**config.mk**
```make
export PLATFORM = sky130hd
export DESIGN_NAME = alu_pipe
export DESIGN_NICKNAME = d
export VERILOG_FILES = /design/src/rtl/alu_pkg.sv /design/src/rtl/alu_core.sv /design/src/rtl/alu_pipe.sv
export SDC_FILE = /design/constraint.sdc
export NUM_CORES = 1
export LEC_CHECK = 0
export BUFFER_PORTS_ARGS = -buffer_cell sky130_fd_sc_hd__buf_2
export CAP_MARGIN = 20
export CORE_MARGIN = 8
export CORE_UTILIZATION = 50
export CTS_BUF_LIST = sky130_fd_sc_hd__clkbuf_4
export DETAILED_ROUTE_END_ITERATION = 8
export GPL_TIMING_DRIVEN = 1
export PLACE_DENSITY_LB_ADDON = 0.3
export SYNTH_ARGS = -nofsm -noshare
export SYNTH_HDL_FRONTEND = slang
export SYNTH_SLANG_ARGS = --single-unit
```
**constraint.sdc**
```tcl
create_clock -name clk -period 4.2 [get_ports clk]
set_input_delay 0.42 -clock clk [delete_from_list [all_inputs] [get_ports clk]]
set_output_delay 0.42 -clock clk [all_outputs]
set_load 0.02 [all_outputs]
```
**src/rtl/alu_pkg.sv**
```systemverilog
`default_nettype none
// +-----------------------------------------------------------------------------+
// | alu_pkg : opcode encodings and status-flag bit positions for the ALU        |
// | Rev 1.0                                                                     |
// +-----------------------------------------------------------------------------+
package alu_pkg;

  localparam logic [2:0] ALU_OP_AND  = 3'd0;
  localparam logic [2:0] ALU_OP_ADD  = 3'd1;
  localparam logic [2:0] ALU_OP_OR   = 3'd2;
  localparam logic [2:0] ALU_OP_XOR  = 3'd3;
  localparam logic [2:0] ALU_OP_SUB  = 3'd4;
  localparam logic [2:0] ALU_OP_SHL  = 3'd5;
  localparam logic [2:0] ALU_OP_SHR  = 3'd6;
  localparam logic [2:0] ALU_OP_PASS = 3'd7;

  localparam int FLAG_Z = 0;
  localparam int FLAG_C = 1;
  localparam int FLAG_V = 2;
  localparam int FLAG_N = 3;

endpackage : alu_pkg
`default_nettype wire

```
**src/rtl/alu_core.sv**
```systemverilog
`default_nettype none
// +-----------------------------------------------------------------------------+
// | alu_core : combinational 8-op ALU, {a,b,op} -> {res,flags}                  |
// | Optional macro ALU_SAT_EN: signed saturation on ADD/SUB overflow.  Rev 1.0  |
// +-----------------------------------------------------------------------------+
module alu_core
  import alu_pkg::*;
#(
  parameter int WIDTH = 20
) (
  input  logic [WIDTH-1:0] a,
  input  logic [WIDTH-1:0] b,
  input  logic [2:0]       op,
  output logic [WIDTH-1:0] res,
  output logic [3:0]       flags
);

  localparam int SHW = $clog2(WIDTH);
  localparam logic [SHW:0] WIDTH_V = (SHW+1)'(WIDTH);

  logic [WIDTH:0]   sum;
  logic [WIDTH:0]   diff;
  logic [SHW-1:0]   amt;
  logic             shift_oor;
  logic [WIDTH-1:0] raw_res;
  logic             carry;
  logic             ovf;

  assign sum       = {1'b0, a} + {1'b0, b};
  assign diff      = {1'b0, a} - {1'b0, b};
  assign amt       = b[SHW-1:0];
  // Only reachable when WIDTH is not a power of two.
  assign shift_oor = ({1'b0, amt} >= WIDTH_V);

  always_comb begin
    raw_res = '0;
    carry   = 1'b0;
    ovf     = 1'b0;
    case (op)
      ALU_OP_AND: raw_res = a & b;
      ALU_OP_OR:  raw_res = a | b;
      ALU_OP_XOR: raw_res = a ^ b;
      ALU_OP_ADD: begin
        raw_res = sum[WIDTH-1:0];
        carry   = sum[WIDTH];
        ovf     = (a[WIDTH-1] == b[WIDTH-1]) && (sum[WIDTH-1] != a[WIDTH-1]);
      end
      ALU_OP_SUB: begin
        raw_res = diff[WIDTH-1:0];
        carry   = diff[WIDTH];
        ovf     = (a[WIDTH-1] != b[WIDTH-1]) && (diff[WIDTH-1] != a[WIDTH-1]);
      end
      ALU_OP_SHL: raw_res = shift_oor ? '0 : (a << amt);
      ALU_OP_SHR: raw_res = shift_oor ? '0 : (a >> amt);
      default:    raw_res = b;
    endcase
  end

`ifdef ALU_SAT_EN
  logic [WIDTH-1:0] sat_val;

  // Overflow direction always follows the sign of A for both ADD and SUB.
  assign sat_val = a[WIDTH-1] ? {1'b1, {(WIDTH-1){1'b0}}} : {1'b0, {(WIDTH-1){1'b1}}};
  assign res     = ovf ? sat_val : raw_res;
`else
  assign res = raw_res;
`endif

  always_comb begin
    flags         = '0;
    flags[FLAG_Z] = (res == '0);
    flags[FLAG_C] = carry;
    flags[FLAG_V] = ovf;
    flags[FLAG_N] = res[WIDTH-1];
  end

endmodule : alu_core
`default_nettype wire

```
**src/rtl/alu_pipe.sv**
```systemverilog
`default_nettype none
// +-----------------------------------------------------------------------------+
// | alu_pipe : two-stage pipelined ALU with valid/ready on both sides           |
// | Optional macro ALU_SAT_EN (handled in alu_core).  Rev 1.0                   |
// +-----------------------------------------------------------------------------+
module alu_pipe
  import alu_pkg::*;
#(
  parameter int WIDTH = 20
) (
  input  logic             clk,
  input  logic             reset,
  input  logic             in_valid,
  output logic             in_ready,
  input  logic [WIDTH-1:0] in_a,
  input  logic [WIDTH-1:0] in_b,
  input  logic [2:0]       in_op,
  output logic             out_valid,
  input  logic             out_ready,
  output logic [WIDTH-1:0] out_res,
  output logic [3:0]       out_flags
);

  logic             s1_valid;
  logic [WIDTH-1:0] s1_a;
  logic [WIDTH-1:0] s1_b;
  logic [2:0]       s1_op;
  logic             s2_valid;
  logic [WIDTH-1:0] s2_res;
  logic [3:0]       s2_flags;
  logic             s1_load;
  logic             s2_load;
  logic [WIDTH-1:0] core_res;
  logic [3:0]       core_flags;

  assign s2_load  = !s2_valid || out_ready;
  assign s1_load  = !s1_valid || s2_load;
  assign in_ready = s1_load;

  always_ff @(posedge clk or posedge reset) begin
    if (reset) begin
      s1_valid <= 1'b0;
      s1_a     <= '0;
      s1_b     <= '0;
      s1_op    <= '0;
    end else if (s1_load) begin
      s1_valid <= in_valid;
      if (in_valid) begin
        s1_a  <= in_a;
        s1_b  <= in_b;
        s1_op <= in_op;
      end
    end
  end

  alu_core #(
    .WIDTH (WIDTH)
  ) u_core (
    .a     (s1_a),
    .b     (s1_b),
    .op    (s1_op),
    .res   (core_res),
    .flags (core_flags)
  );

  // Result registers only update on a real transfer so a stalled output stays put.
  always_ff @(posedge clk or posedge reset) begin
    if (reset) begin
      s2_valid <= 1'b0;
      s2_res   <= '0;
      s2_flags <= '0;
    end else if (s2_load) begin
      s2_valid <= s1_valid;
      if (s1_valid) begin
        s2_res   <= core_res;
        s2_flags <= core_flags;
      end
    end
  end

  assign out_valid = s2_valid;
  assign out_res   = s2_res;
  assign out_flags = s2_flags;

endmodule : alu_pipe
`default_nettype wire
```
; ---- Word level (Yosys, flattened, before mapping)
; Cells that the tools add are included.
[classes]
addsub = 2
order_cmp = 1
n_eq_ne = 10
n_shift = 2
mux = 5
n_bitwise = 3
n_reduce_logical = 10
[ops]
columns = cell, n
row1 = 20-bit one-hot mux with 7 select lines, 1
row2 = 20-bit 2-to-1 mux, 2
row3 = 20-bit by 20-bit adder with 21-bit output, 1
row4 = 20-bit by 20-bit subtractor with 21-bit output, 1
row5 = 20-bit bitwise AND, 1
row6 = 20-bit logical NOT, 1
row7 = 20-bit OR, 1
row8 = 20-bit by 5-bit left shift with 20-bit output, 1
row9 = 20-bit by 5-bit >> shifter with 20-bit output, 1
row10 = 20-bit bitwise XOR, 1
row11 = 3-bit equality test (second input constant), 3
row12 = 3-bit by 2-bit equality test with 1-bit output (second input constant), 2
row13 = 5-bit >= comparator (second input constant), 1
row14 = 1-bit one-hot mux with 2 select lines, 2
row15 = 2-bit AND reduction, 2
row16 = 3-bit by 1-bit equality test with 1-bit output (second input constant), 1
row17 = 3-bit logical NOT, 1
row18 = 1-bit != test, 3
row19 = 1-bit logical AND, 2
row20 = 1-bit logical NOT, 2
row21 = 1-bit logical OR, 2
row22 = 1-bit equality test, 1
[word_totals]
register_bits = 69
out_inout_bits = 26
word_cells = 40

; ---- Longest topological paths before layout
; Gate-level depths: netlist (run 1).
[depth]
depth_word = 4
mapped_depth = 16
mapped_depth_nobuf = 14

; ---- By module
; A second synthesis (run 1) with hierarchy kept.
[unflattened]
cells_unflattened = 1020
hier_area_um2 = 8911.0
[by_module_without_submodules]
columns = module, instances, cells_each, area_each_um2, seq_area_each_um2
row1 = alu_core, 1, 871, 6029.5, 0.0
row2 = alu_pipe, 1, 149, 2881.5, 1726.7

; ---- Worst setup path before layout (run 1)
; OpenSTA, ideal clock, no wires.
[synth_timing]
path_type = reg2reg
from = reg s1_b[1]
to = reg s2_flags[0], in the netlist out_flags[0]
setup_time_ns = 0.103
t_arrival_ns = 3.855
required_time_ns = 4.097
path_slack_ns = 0.241
path_stages_with_launch = 16
path_cell_list = dfrtp_1 > inv_1 > buf_1 > buf_2 > buf_2 > fa_1 > nand2b_1 > a2111o_1 > a41oi_1 > nand3_1 > a211oi_1 > xnor2_1 > a211oi_1 > a2bb2oi_1 > nand4_1 > o41ai_2
[synth_between]
elab_chain_cells = 4
[synth_lines]
columns = item, line_no
row1 = "start, declared", alu_pipe.sv:26  ; logic [WIDTH-1:0] s1_b;
row2 = "start signal, assigned", alu_pipe.sv:50  ; s1_b <= in_b;
row3 = branches (longest 2 deep; another with 20-bit by 20-bit subtractor with 21-bit output), --
row4 = 20-bit one-hot mux with 7 select lines (*), alu_core.sv:39  ; case (op)
row5 = 20-bit logical NOT (*), alu_core.sv:71  ; flags[FLAG_Z] = (res == '0);
row6 = "end signal, assigned", alu_pipe.sv:76  ; s2_flags <= core_flags;
row7 = "end, declared", alu_pipe.sv:30  ; logic [3:0] s2_flags;
; Every way passes the cells marked *.
; A chain may end at the register's enable or synchronous reset.

; ---- Final worst setup path (run 1)
[layout_timing]
from = reg s1_b[0]
to = reg s2_flags[0], in the netlist out_flags[0]
; The elaborated chain is that of the path after synthesis.

==> impl_metrics.prom, run 1 <==
# TYPE chip_impl_metric gauge
chip_impl_info{name="slowest_stage",value="dfrtp_2"} 1
chip_impl_metric{name="maxClockFrequency",unit="MHz"} 248.0
chip_impl_metric{name="power_density",unit="nW/µm²"} 451.5
chip_impl_info{name="setup_repair_after_global_routing_missed_its_margin",value="false"} 1
chip_impl_metric{name="final_max_slew_viol_count",unit=""} 0
chip_impl_metric{name="worst_clock_skew",unit="ns"} 0.02580
chip_impl_metric{name="grt_start_max_net_pins",unit=""} 44
chip_impl_metric{name="drt_iter0_markers",unit=""} 1112
chip_impl_metric{name="detailroute.via_count",unit=""} 8275
chip_impl_metric{name="worst_slew_pin_slew",unit="ns"} 0.8397
chip_impl_info{name="regToRegStartpoint",value="s1_b[0]"} 1
chip_impl_metric{name="die_x",unit="µm"} 142.7
chip_impl_metric{name="postSynthRegisterBits",unit=""} 68
chip_impl_info{name="yosys.area.top_type",value="dfrtp_1"} 1
chip_impl_metric{name="yosysSeqAreaShare",unit="%"} 21.21
chip_impl_info{name="timing.setup.critical_path_class",value="reg -> reg"} 1
chip_impl_metric{name="hold_buffers",unit=""} 0
chip_impl_metric{name="wl_per_cell",unit="µm"} 22.87
chip_impl_metric{name="final_cell_count_no_fill",unit=""} 1258
chip_impl_metric{name="first_pass_iters",unit=""} 8
chip_impl_metric{name="post-layout-total-power",unit="µW"} 4033
chip_impl_metric{name="gp_routability_congestion",unit=""} 1.011
chip_impl_metric{name="grt_util_met2",unit="%"} 41.21
chip_impl_metric{name="grt_overflow",unit=""} 0
chip_impl_metric{name="power.share.sequential",unit="%"} 24.2
chip_impl_info{name="ctsRootBufferMaster",value="clkbuf_4"} 1
chip_impl_metric{name="relSlewSlack",unit="%"} 43.72
chip_impl_info{name="main_combinational_cell_family_by_area_after_synthesis",value="compound AO/OA/AOI/OAI gates"} 1
chip_impl_metric{name="first_global_vias",unit=""} 7765
chip_impl_info{name="synthTopCellsByArea",value="dfrtp_1 21%, ha_1 9.8%, mux2_2 7.9%"} 1
chip_impl_metric{name="grt_antenna_before_repair",unit=""} 1
chip_impl_metric{name="synth_area_per_cell",unit="µm²"} 8.271
chip_impl_metric{name="first_pass_grt_wire_length",unit="µm"} 44830
chip_impl_metric{name="synthXorXnorAreaFrac",unit="%"} 0.9825
chip_impl_info{name="violations",value="hold timing"} 1
chip_impl_metric{name="cell_area_after_synthesis",unit="µm²"} 8023
chip_impl_metric{name="complex_gate_fraction_of_the_synthesized_area",unit="%"} 26.08
chip_impl_metric{name="timing.critical_path.buf_inv",unit=""} 1
chip_impl_info{name="busiest_layer_in_global_routing",value="met2"} 1
chip_impl_metric{name="dieArea",unit="µm²"} 20350
chip_impl_metric{name="timing.hold.ws",unit="ns"} -0.002086
chip_impl_info{name="cp_top_family",value="compound AO/OA/AOI/OAI gates"} 1
chip_impl_metric{name="final-setup-viol-count",unit=""} 0
chip_impl_metric{name="layout_min_cycle_time",unit="ns"} 4.032
chip_impl_metric{name="final-seq-area",unit="µm²"} 1703
chip_impl_metric{name="postCtsResizedCells",unit=""} 0
chip_impl_metric{name="ff2ff_setup_slack",unit="ns"} 0.17
chip_impl_metric{name="cp_data_required_time",unit="ns"} 4.56
chip_impl_metric{name="num_rows",unit=""} 46
chip_impl_metric{name="cts.clk_slew.worst_paths",unit="ns"} 0.13
chip_impl_metric{name="synth_async_sr_flop_share",unit="%"} 100.0
chip_impl_metric{name="total_switching_power",unit="µW"} 2038
chip_impl_metric{name="post-route-drc-count",unit=""} 0
chip_impl_metric{name="clkLatencyLatePin",unit="ns"} 0.48
chip_impl_metric{name="slowest_delay",unit="ns"} 0.65
chip_impl_metric{name="synthMuxAreaShare",unit="%"} 17.55
chip_impl_metric{name="flow.area_growth_from_synthesis",unit="%"} 11.34
chip_impl_metric{name="post-synth-top-area-fraction",unit="%"} 21.21
chip_impl_info{name="cts_tree",value="done"} 1
chip_impl_metric{name="io-pin-count",unit=""} 73
chip_impl_metric{name="synth_edf_count",unit=""} 0
chip_impl_metric{name="drt.antenna.violating_nets",unit=""} 0
chip_impl_info{name="critical_path.cell_chain",value="buf_12, mux4_2, mux2i_1, a221oi_1, o22ai_1, o211ai_1, nor4_1, nand4_1, nor4_1, nand4_1, o41ai_2"} 1
chip_impl_metric{name="numCtsBuffers",unit=""} 9
chip_impl_metric{name="synth_warnings",unit=""} 0
chip_impl_metric{name="switching_share",unit="%"} 50.53
chip_impl_metric{name="nNetsFinal",unit=""} 1148
chip_impl_metric{name="maximum_buffer_depth_of_the_clock_tree",unit=""} 2
chip_impl_info{name="yosysMostFrequentCell",value="nor2_1"} 1
chip_impl_metric{name="global_routing_usage_summed_across_all_routing_layers",unit="%"} 28.41
chip_impl_metric{name="wire_length_after_detailed_routing",unit="µm"} 28770
chip_impl_metric{name="worstPathMaxFanout",unit=""} 35
chip_impl_metric{name="cts_post_setup_buffers_inserted",unit=""} 0
chip_impl_info{name="critPathLaunchType",value="flip-flop"} 1
chip_impl_metric{name="htree_num_levels",unit=""} 3
chip_impl_metric{name="hold_viol",unit=""} 2
chip_impl_metric{name="ff2ff_path_depth",unit=""} 11
chip_impl_metric{name="floorplan_core_area",unit="µm²"} 15770
chip_impl_metric{name="num-fill-cells",unit=""} 1518
chip_impl_info{name="regToRegEndpoint",value="out_flags[0]"} 1
chip_impl_metric{name="synth_adder_area_share",unit="%"} 10.32
chip_impl_metric{name="power.share.clock",unit="%"} 11.2
chip_impl_metric{name="synth_cell_type_count",unit=""} 80
chip_impl_info{name="hold_path_class",value="in -> async"} 1
chip_impl_metric{name="die_height",unit="µm"} 142.7
chip_impl_metric{name="power.combinational.fraction",unit="%"} 64.6
chip_impl_info{name="top_post_synthesis_cells_by_count",value="94 x nor2_1, 81 x nand2_1, 68 x dfrtp_1"} 1
chip_impl_metric{name="placed_cells_incl_taps",unit=""} 1240
chip_impl_metric{name="final_layout_size_suffix_gt1_share",unit="%"} 23.05
chip_impl_info{name="status",value="finished, violations left"} 1
chip_impl_metric{name="synthCells",unit=""} 970
chip_impl_info{name="dominant_register_cell_in_the_synthesized_netlist",value="dfrtp_1"} 1
chip_impl_info{name="endpoint_kind",value="flip-flop"} 1
chip_impl_metric{name="io_buffer_count",unit=""} 72
chip_impl_metric{name="final.setup.tns",unit="ns"} 0
chip_impl_metric{name="intPower",unit="µW"} 1995
chip_impl_metric{name="final.period_utilization",unit="%"} 95.99
chip_impl_metric{name="synth.net_count",unit=""} 1082
chip_impl_metric{name="multi_input_comb_area",unit="µm²"} 5799
chip_impl_metric{name="worst-endpoint-arrival",unit="ns"} 4.39
chip_impl_metric{name="grt_use_met1",unit="%"} 40.33
chip_impl_metric{name="yosys.area_share.simple",unit="%"} 17.26
chip_impl_metric{name="met3_capacity_usage_during_global_routing",unit="%"} 5.743
chip_impl_metric{name="initial_core_util",unit="%"} 50.87
chip_impl_metric{name="clk_sink_count",unit=""} 68
chip_impl_metric{name="ir_drop",unit="V"} 0.0001861
chip_impl_metric{name="detail_route.vias_per_cell",unit=""} 6.578
chip_impl_metric{name="place.detailed.hpwl",unit="µm"} 22310
chip_impl_metric{name="timing.max_cap.violations",unit=""} 0
chip_impl_metric{name="leakage",unit="µW"} 0.003944
## worst max-delay path by stage
stage | depth (start not counted) | from | slack, ns | endpoint
after global routing | 12 | s1_a[1] | 0.003 | out_flags[0]
after floorplan | 15 | s1_b[1] | 0.24 | out_flags[0]
after global placement | 11 | s1_b[0] | 0.36 | out_flags[0]
after detailed placement | 12 | s1_a[1] | 0.28 | out_flags[0]
final | 11 | s1_b[0] | 0.17 | out_flags[0]
after CTS | 12 | s1_a[1] | 0.22 | out_flags[0]
## flip-flops by register name (all words and copies together) (netlist names)
register / flops
out_flags: 3
s1_a: 20
out_res: 20
s1_op: 3
s1_valid: 1
out_valid: 1
s1_b: 20
## routing by layer
metal  vias up  wire length, µm  share of wire (%)
met1      3932            12600                 44
met3        85             2958                 10
met5         -                0                  0
li1       3756                -                  -
met4         0              967                3.4
met2       502            12250                 43
## cell usage in the layout, fill, tap and decap left out, drive strengths merged, types with 12 or more instances in the layout
cell and count:
o22ai 12, nor3 21, mux2 59, o221ai 16
buf 125, a31oi 17, mux2i 33, ha 63
dfrtp 68, a211oi 15, o31ai 17, nor2b 14
o211ai 16, nand3 16, a21oi 48, o21ai 49
inv 63, nand2b 16, nand2 81, nor2 94
mux4 18
## power groups by stage
stage | sequential, µW | clock (µW) | combinational, µW
floorplan | 1040 | 0 | 1670
finish | 975 | 451 | 2610
global route | 997 | 489 | 2790
CTS | 972 | 465 | 2530
detailed placement | 987 | 0 | 2520
global placement | 978 | 0 | 2520
## area by class of cell
| class | instances | area share (%) |
|---|---|---|
| Clock inverter | 7 | 0.7424 |
| Antenna cell | 1 | 0.02802 |
| Inverter | 64 | 2.689 |
| Clock buffer | 9 | 0.7564 |
| Sequential cell | 68 | 19.06 |
| Timing Repair Buffer | 125 | 8.769 |
| Tap cell | 216 | 3.026 |
| Multi-Input combinational cell | 768 | 64.93 |
## cells by family after synthesis
family	after synthesis
AO/OA/AOI/OAI	294
AND/OR/NAND/NOR	290
buffers and inverters	134
multiplexers	110
flip-flops	68
adder cells (fa/ha/maj)	65
XOR/XNOR	9
## stage by stage
| step | setup WS, ns | hold WS, ns | area, µm² | util [%] |
|---|---|---|---|---|
| 2_1_floorplan | 0.2413 | 0.4711 | 8023 | - |
| 3_3_place_gp | 0.3620 | 0.4526 | 8776 | 55.65 |
| 3_5_place_dp | 0.2764 | 0.4628 | 8776 | 55.65 |
| 6_report | 0.1685 | -0.002086 | 8932 | 56.64 |
| 5_1_grt | 0.003266 | 0.05184 | 8932 | 56.64 |
| 4_1_cts | 0.2228 | 0.004650 | 8910 | 56.50 |
(Power assumes the default switching activity.)
==> inputs of run 2 (changes only) <==
ABC_CLOCK_PERIOD_IN_PS = 4200   (was unset)
CTS_BUF_LIST = unset   (was sky130_fd_sc_hd__clkbuf_4)
==> run 2 against run 1 <==
- the flow now finishes without violations
- clock skew decreased by 0.013 ns
- final area increased by 2.0%
- fmax decreased by 1.1%
- combinational power about the same
- register-to-register slack got worse by 0.05 ns
- final cell count about the same
- setup slack got worse by 0.046 ns
- core utilization increased by 1.1 points
- non-clock buffer count unchanged
- critical endpoint unchanged
- largest power group unchanged
==> impl_metrics.prom, run 2 (synthesis results as in run 1) <==
# TYPE chip_impl_metric gauge
chip_impl_metric{name="timing.max_cap.violations",unit=""} 0
chip_impl_info{name="cts_tree",value="done"} 1
chip_impl_info{name="worstSetupStartpoint",value="s1_b[0]"} 1
chip_impl_metric{name="layout.core_utilization",unit="%"} 57.75
chip_impl_info{name="layout_commonest_cell",value="nor2_1"} 1
chip_impl_metric{name="io_buffer_count",unit=""} 72
chip_impl_metric{name="initial_core_util",unit="%"} 50.87
chip_impl_metric{name="final_cell_count_no_fill",unit=""} 1257
chip_impl_metric{name="detail_route.vias_per_cell",unit=""} 6.569
chip_impl_metric{name="hold_viol",unit=""} 0
chip_impl_metric{name="grt_antenna_before_repair",unit=""} 0
chip_impl_metric{name="ir_drop",unit="V"} 0.0002127
chip_impl_metric{name="htree_num_levels",unit=""} 3
chip_impl_info{name="timing.setup.critical_path_class",value="reg -> reg"} 1
chip_impl_metric{name="cp_data_required_time",unit="ns"} 4.44
chip_impl_metric{name="floorplan_core_area",unit="µm²"} 15770
chip_impl_metric{name="worst-endpoint-arrival",unit="ns"} 4.32
chip_impl_metric{name="placed_cells_incl_taps",unit=""} 1240
chip_impl_metric{name="numCtsBuffers",unit=""} 9
chip_impl_metric{name="post-route-drc-count",unit=""} 0
chip_impl_metric{name="hold_buffers",unit=""} 0
chip_impl_info{name="status",value="finished clean"} 1
chip_impl_metric{name="io-pin-count",unit=""} 73
chip_impl_info{name="critPathLaunchType",value="flip-flop"} 1
chip_impl_info{name="ctsRootBufferMaster",value="clkbuf_16"} 1
chip_impl_metric{name="cts_post_setup_buffers_inserted",unit=""} 0
chip_impl_metric{name="num_rows",unit=""} 46
chip_impl_metric{name="global_routing_usage_summed_across_all_routing_layers",unit="%"} 28.41
chip_impl_metric{name="dieArea",unit="µm²"} 20350
chip_impl_info{name="final_cell_mix",value="94 x nor2_1, 80 x nand2_1, 72 x buf_2"} 1
chip_impl_metric{name="final_layout_size_suffix_gt1_share",unit="%"} 23.25
chip_impl_metric{name="wl_per_cell",unit="µm"} 22.86
chip_impl_metric{name="clk_sink_count",unit=""} 68
chip_impl_info{name="hold_path_class",value="in -> async"} 1
chip_impl_metric{name="layout_min_cycle_time",unit="ns"} 4.077
chip_impl_metric{name="leakage",unit="µW"} 0.004025
chip_impl_metric{name="first_global_vias",unit=""} 7714
chip_impl_metric{name="place.detailed.hpwl",unit="µm"} 22310
chip_impl_info{name="setup_repair_after_global_routing_missed_its_margin",value="false"} 1
chip_impl_metric{name="drt.antenna.violating_nets",unit=""} 0
chip_impl_metric{name="clkLatencyLatePin",unit="ns"} 0.36
chip_impl_metric{name="grt_start_max_net_pins",unit=""} 44
chip_impl_metric{name="worst_clock_skew",unit="ns"} 0.01232
chip_impl_metric{name="grt_overflow",unit=""} 0
chip_impl_metric{name="final.setup.tns",unit="ns"} 0
chip_impl_metric{name="first_pass_grt_wire_length",unit="µm"} 44720
chip_impl_info{name="regToRegStartpoint",value="s1_b[0]"} 1
chip_impl_metric{name="power_density",unit="nW/µm²"} 482.0
chip_impl_metric{name="maxClockFrequency",unit="MHz"} 245.3
chip_impl_metric{name="cts.clk_slew.worst_paths",unit="ns"} 0.06
chip_impl_metric{name="first_pass_iters",unit=""} 5
chip_impl_metric{name="worst_slew_pin_slew",unit="ns"} 0.8466
chip_impl_metric{name="maximum_buffer_depth_of_the_clock_tree",unit=""} 2
chip_impl_metric{name="final-setup-viol-count",unit=""} 0
chip_impl_metric{name="gp_routability_congestion",unit=""} 1.011
chip_impl_metric{name="die_height",unit="µm"} 142.7
chip_impl_metric{name="flow.area_growth_from_synthesis",unit="%"} 13.52
chip_impl_metric{name="number_of_inserted_diodes",unit=""} 0
chip_impl_metric{name="worstPathMaxFanout",unit=""} 35
chip_impl_metric{name="relSlewSlack",unit="%"} 43.25
chip_impl_metric{name="wire_length_after_detailed_routing",unit="µm"} 28730
chip_impl_metric{name="final_max_slew_viol_count",unit=""} 0
chip_impl_metric{name="drt_iter0_markers",unit=""} 1115
chip_impl_metric{name="nNetsFinal",unit=""} 1148
chip_impl_metric{name="postCtsResizedCells",unit=""} 0
chip_impl_metric{name="detailroute.via_count",unit=""} 8257
chip_impl_metric{name="final.period_utilization",unit="%"} 97.08
chip_impl_metric{name="die_x",unit="µm"} 142.7
chip_impl_info{name="endpoint_kind",value="flip-flop"} 1
run 2: changes by cell type in the layout (fill, tap and decap cells not counted), sizes merged:
cell    before  now
diode        1    0
clkbuf       9   11
clkinv       5    3
run 2: final cells by class:
cell class	instances	area [µm²]
multi-input combinational	768	5799
tap	216	270.3
fill	1485	6663
timing repair buffer	125	783.3
inverter	64	240.2
sequential	68	1703
clock buffer	11	252.7
clock inverter	5	58.81
run 2: critical path: stages, from the launching register on:
cell and delay, ns:
dfrtp_2 0.62, buf_12 0.29, mux4_2 0.52, mux2i_1 0.36
a221oi_1 0.16, o22ai_1 0.40, o211ai_1 0.19, nor4_1 0.28
nand4_1 0.17, nor4_1 0.40, nand4_1 0.18, o41ai_2 0.36
run 2: report_power, final:
part | leakage (µW) | internal [µW] | switching [µW]
combinational | 0.00307 | 1020 | 1590
clock | 0.000148 | 493 | 315
sequential | 0.000806 | 802 | 176
total | 0.00402 | 2310 | 2080
run 2: final timing paths:
| kind | end | slack (ns) | cells past startpoint |
|---|---|---|---|
| worst max register to register | out_flags[0] | 0.12 | 11 |
| worst min register to register | out_res[7] | 0.47 | 2 |
| min in group clk | s1_b[4] | 0.29 | 2 |
| max in group asynchronous | out_res[0] | 3.10 | 3 |
| worst max-delay path | out_flags[0] | 0.12 | 11 |
| worst min-delay path | s1_a[15] | 0.14 | 2 |
run 2: through the flow:
stage	setup WS, ns	instance area [µm²]	total power, µW	hold slack, ns
after global routing	0.03234	9107	4628	0.2244
after CTS	0.2525	9087	4325	0.1684
final	0.1225	9107	4390	0.1444
after detailed placement	0.2764	8776	3509	0.4628
after global placement	0.3620	8776	3495	0.4526
after floorplan	0.2413	8023	2712	0.4711
run 2: layer usage:
layer	vias up	part of all wire [%]	track usage [%]
li1	3758	-	-
met1	3957	44	40.58
met2	472	43	41.98
met3	70	9.7	4.174
met4	0	3.0	11.35
met5	-	0	0
==> inputs of run 3 (changes only) <==
CTS_BUF_LIST = sky130_fd_sc_hd__clkbuf_8   (was unset)
==> run 3 against run 2 <==
- setup slack gained 0.071 ns
- highest routed layer unchanged
- count of clock-buffer cells in the layout unchanged
- via count hardly changed
- final cell count is the same
- sequential cell count is the same
- critical path type unchanged
- global-route usage hardly changed
==> impl_metrics.prom, run 3 (synthesis results as in run 1) <==
# TYPE chip_impl_metric gauge
chip_impl_info{name="layout_commonest_cell",value="nor2_1"} 1
chip_impl_metric{name="ir_drop",unit="V"} 0.0001906
chip_impl_metric{name="timing.max_cap.violations",unit=""} 0
chip_impl_metric{name="worst_slew_pin_slew",unit="ns"} 0.8877
chip_impl_metric{name="placed_cells_incl_taps",unit=""} 1240
chip_impl_metric{name="power.share.clock",unit="%"} 14.2
chip_impl_metric{name="numCtsBuffers",unit=""} 9
chip_impl_metric{name="timing.critical_path.buf_inv",unit=""} 1
chip_impl_metric{name="worst_clock_skew",unit="ns"} 0.01616
chip_impl_metric{name="power_density",unit="nW/µm²"} 463.5
chip_impl_info{name="slowest_stage",value="dfrtp_2"} 1
chip_impl_metric{name="grt_start_max_net_pins",unit=""} 44
chip_impl_metric{name="final_max_slew_viol_count",unit=""} 0
chip_impl_metric{name="grt_antenna_before_repair",unit=""} 0
chip_impl_info{name="cp_top_family",value="compound AO/OA/AOI/OAI gates"} 1
chip_impl_metric{name="switching_share",unit="%"} 49.08
chip_impl_metric{name="final.setup.tns",unit="ns"} 0
chip_impl_metric{name="final.period_utilization",unit="%"} 95.40
chip_impl_metric{name="nNetsFinal",unit=""} 1148
chip_impl_metric{name="post-route-drc-count",unit=""} 0
chip_impl_metric{name="clk_sink_count",unit=""} 68
chip_impl_metric{name="layout_min_cycle_time",unit="ns"} 4.007
chip_impl_metric{name="place.detailed.hpwl",unit="µm"} 22310
chip_impl_metric{name="final-setup-viol-count",unit=""} 0
chip_impl_metric{name="cp_data_required_time",unit="ns"} 4.47
chip_impl_metric{name="layout_setup_ws",unit="ns"} 0.1932
chip_impl_metric{name="detail_route.vias_per_cell",unit=""} 6.574
chip_impl_info{name="final_cell_mix",value="94 x nor2_1, 80 x nand2_1, 72 x buf_2"} 1
chip_impl_metric{name="htree_num_levels",unit=""} 3
chip_impl_metric{name="postCtsResizedCells",unit=""} 0
chip_impl_metric{name="wire_length_after_detailed_routing",unit="µm"} 28680
chip_impl_metric{name="worst-endpoint-arrival",unit="ns"} 4.28
chip_impl_info{name="setup_repair_after_global_routing_missed_its_margin",value="false"} 1
chip_impl_metric{name="worstPathMaxFanout",unit=""} 35
chip_impl_metric{name="cts.clk_slew.worst_paths",unit="ns"} 0.09
chip_impl_metric{name="final_layout_size_suffix_gt1_share",unit="%"} 23.25
chip_impl_metric{name="slowest_delay",unit="ns"} 0.63
chip_impl_metric{name="die_x",unit="µm"} 142.7
chip_impl_metric{name="maximum_buffer_depth_of_the_clock_tree",unit=""} 2
chip_impl_metric{name="drt_iter0_markers",unit=""} 1121
chip_impl_metric{name="number_of_inserted_diodes",unit=""} 0
chip_impl_metric{name="num_rows",unit=""} 46
chip_impl_metric{name="hold_viol",unit=""} 0
chip_impl_metric{name="power.share.sequential",unit="%"} 23.4
chip_impl_metric{name="num-fill-cells",unit=""} 1506
chip_impl_metric{name="final_cell_count_no_fill",unit=""} 1257
chip_impl_metric{name="maxClockFrequency",unit="MHz"} 249.6
chip_impl_metric{name="hold_buffers",unit=""} 0
chip_impl_metric{name="dieArea",unit="µm²"} 20350
chip_impl_metric{name="io_buffer_count",unit=""} 72
chip_impl_metric{name="clkLatencyLatePin",unit="ns"} 0.38
chip_impl_metric{name="design_area",unit="µm²"} 9006
chip_impl_metric{name="die_height",unit="µm"} 142.7
chip_impl_metric{name="total_switching_power",unit="µW"} 2049
chip_impl_metric{name="gp_routability_congestion",unit=""} 1.011
chip_impl_metric{name="detailroute.via_count",unit=""} 8263
chip_impl_info{name="status",value="finished clean"} 1
chip_impl_info{name="critical_path.cell_chain",value="buf_12, mux4_2, mux2i_1, a221oi_1, o22ai_1, o211ai_1, nor4_1, nand4_1, nor4_1, nand4_1, o41ai_2"} 1
chip_impl_metric{name="initial_core_util",unit="%"} 50.87
chip_impl_metric{name="intPower",unit="µW"} 2125
chip_impl_metric{name="placed_cell_area",unit="µm²"} 8776
chip_impl_metric{name="first_pass_grt_wire_length",unit="µm"} 44730
chip_impl_metric{name="drt.antenna.violating_nets",unit=""} 0
chip_impl_metric{name="detailedPlace.worstSlack",unit="ns"} 0.2764
chip_impl_metric{name="floorplan_core_area",unit="µm²"} 15770
chip_impl_metric{name="leakage",unit="µW"} 0.003978
chip_impl_metric{name="grt_overflow",unit=""} 0
chip_impl_metric{name="first_global_vias",unit=""} 7745
chip_impl_info{name="hold_path_class",value="in -> async"} 1
chip_impl_metric{name="first_pass_iters",unit=""} 5
chip_impl_info{name="timing.setup.critical_path_class",value="reg -> reg"} 1
chip_impl_metric{name="final-seq-area",unit="µm²"} 1703
chip_impl_metric{name="flow.area_growth_from_synthesis",unit="%"} 12.26
chip_impl_metric{name="power.combinational.fraction",unit="%"} 62.4
chip_impl_metric{name="wl_per_cell",unit="µm"} 22.82
chip_impl_metric{name="multi_input_comb_area",unit="µm²"} 5799
chip_impl_metric{name="io-pin-count",unit=""} 73
chip_impl_metric{name="cts_post_setup_buffers_inserted",unit=""} 0
chip_impl_info{name="cts_tree",value="done"} 1
chip_impl_info{name="critPathLaunchType",value="flip-flop"} 1
chip_impl_info{name="ctsRootBufferMaster",value="clkbuf_8"} 1
chip_impl_metric{name="relSlewSlack",unit="%"} 40.50
chip_impl_metric{name="global_routing_usage_summed_across_all_routing_layers",unit="%"} 28.36
chip_impl_info{name="endpoint_kind",value="flip-flop"} 1
-- run 3: changes by cell type in the layout (fill, tap and decap cells not counted) --
cell	change
clkbuf_16	-9
clkbuf_8	+9
-- run 3: worst paths after layout --
check                           slack (ns)        from  depth (start not counted)      endpoint
worst max-delay path                  0.19     s1_b[0]                         11  out_flags[0]
worst min-delay path                  0.11       reset                          2      s1_a[15]
worst max register to register        0.19     s1_b[0]                         11  out_flags[0]
worst min register to register        0.47  out_res[7]                          2    out_res[7]
max in group asynchronous             3.14       reset                          3    out_res[5]
min in group clk                      0.26     in_a[3]                          2       s1_a[3]
-- run 3: worst register-to-register path: cells and delay by family (launching register included) --
family,cells,cell delay [ns]
compound gates,4,1.08
simple gates,4,1.01
mux,2,0.88
flops,1,0.63
buf+inv,1,0.30
-- run 3: power groups by stage --
stage / Combinational, µW / Sequential [µW] / Clock [µW]
3_3_place_gp: 2520 / 978 / 0
2_1_floorplan: 1670 / 1040 / 0
4_1_cts: 2530 / 973 / 608
5_1_grt: 2790 / 999 / 636
3_5_place_dp: 2520 / 987 / 0
6_report: 2600 / 977 / 594
-- run 3: layout make-up --
cell class                 instances  area share [%]
clock buffer                      11           1.681
clock inverter                     5          0.6530
inverter                          64           2.667
multi-input combinational        768           64.39
sequential                        68           18.91
tap                              216           3.001
timing repair buffer             125           8.697
-- run 3: layer usage --
layer  vias to the layer above  GRT usage (%)  part of all wire, %
li1                       3764              -                    -
met1                      3917          40.60                   44
met2                       501          41.58                   43
met3                        81          4.441                  9.6
met4                         0          11.35                  3.4
met5                         -              0                    0
-- run 3: stage by stage --
stage / hold WS [ns] / utilization, % / power, µW
6_report: 0.1072 / 57.11 / 4174
5_1_grt: 0.1890 / 57.11 / 4420
4_1_cts: 0.1245 / 56.98 / 4115
3_5_place_dp: 0.4628 / 55.65 / 3509
3_3_place_gp: 0.4526 / 55.65 / 3495
2_1_floorplan: 0.4711 / - / 2712
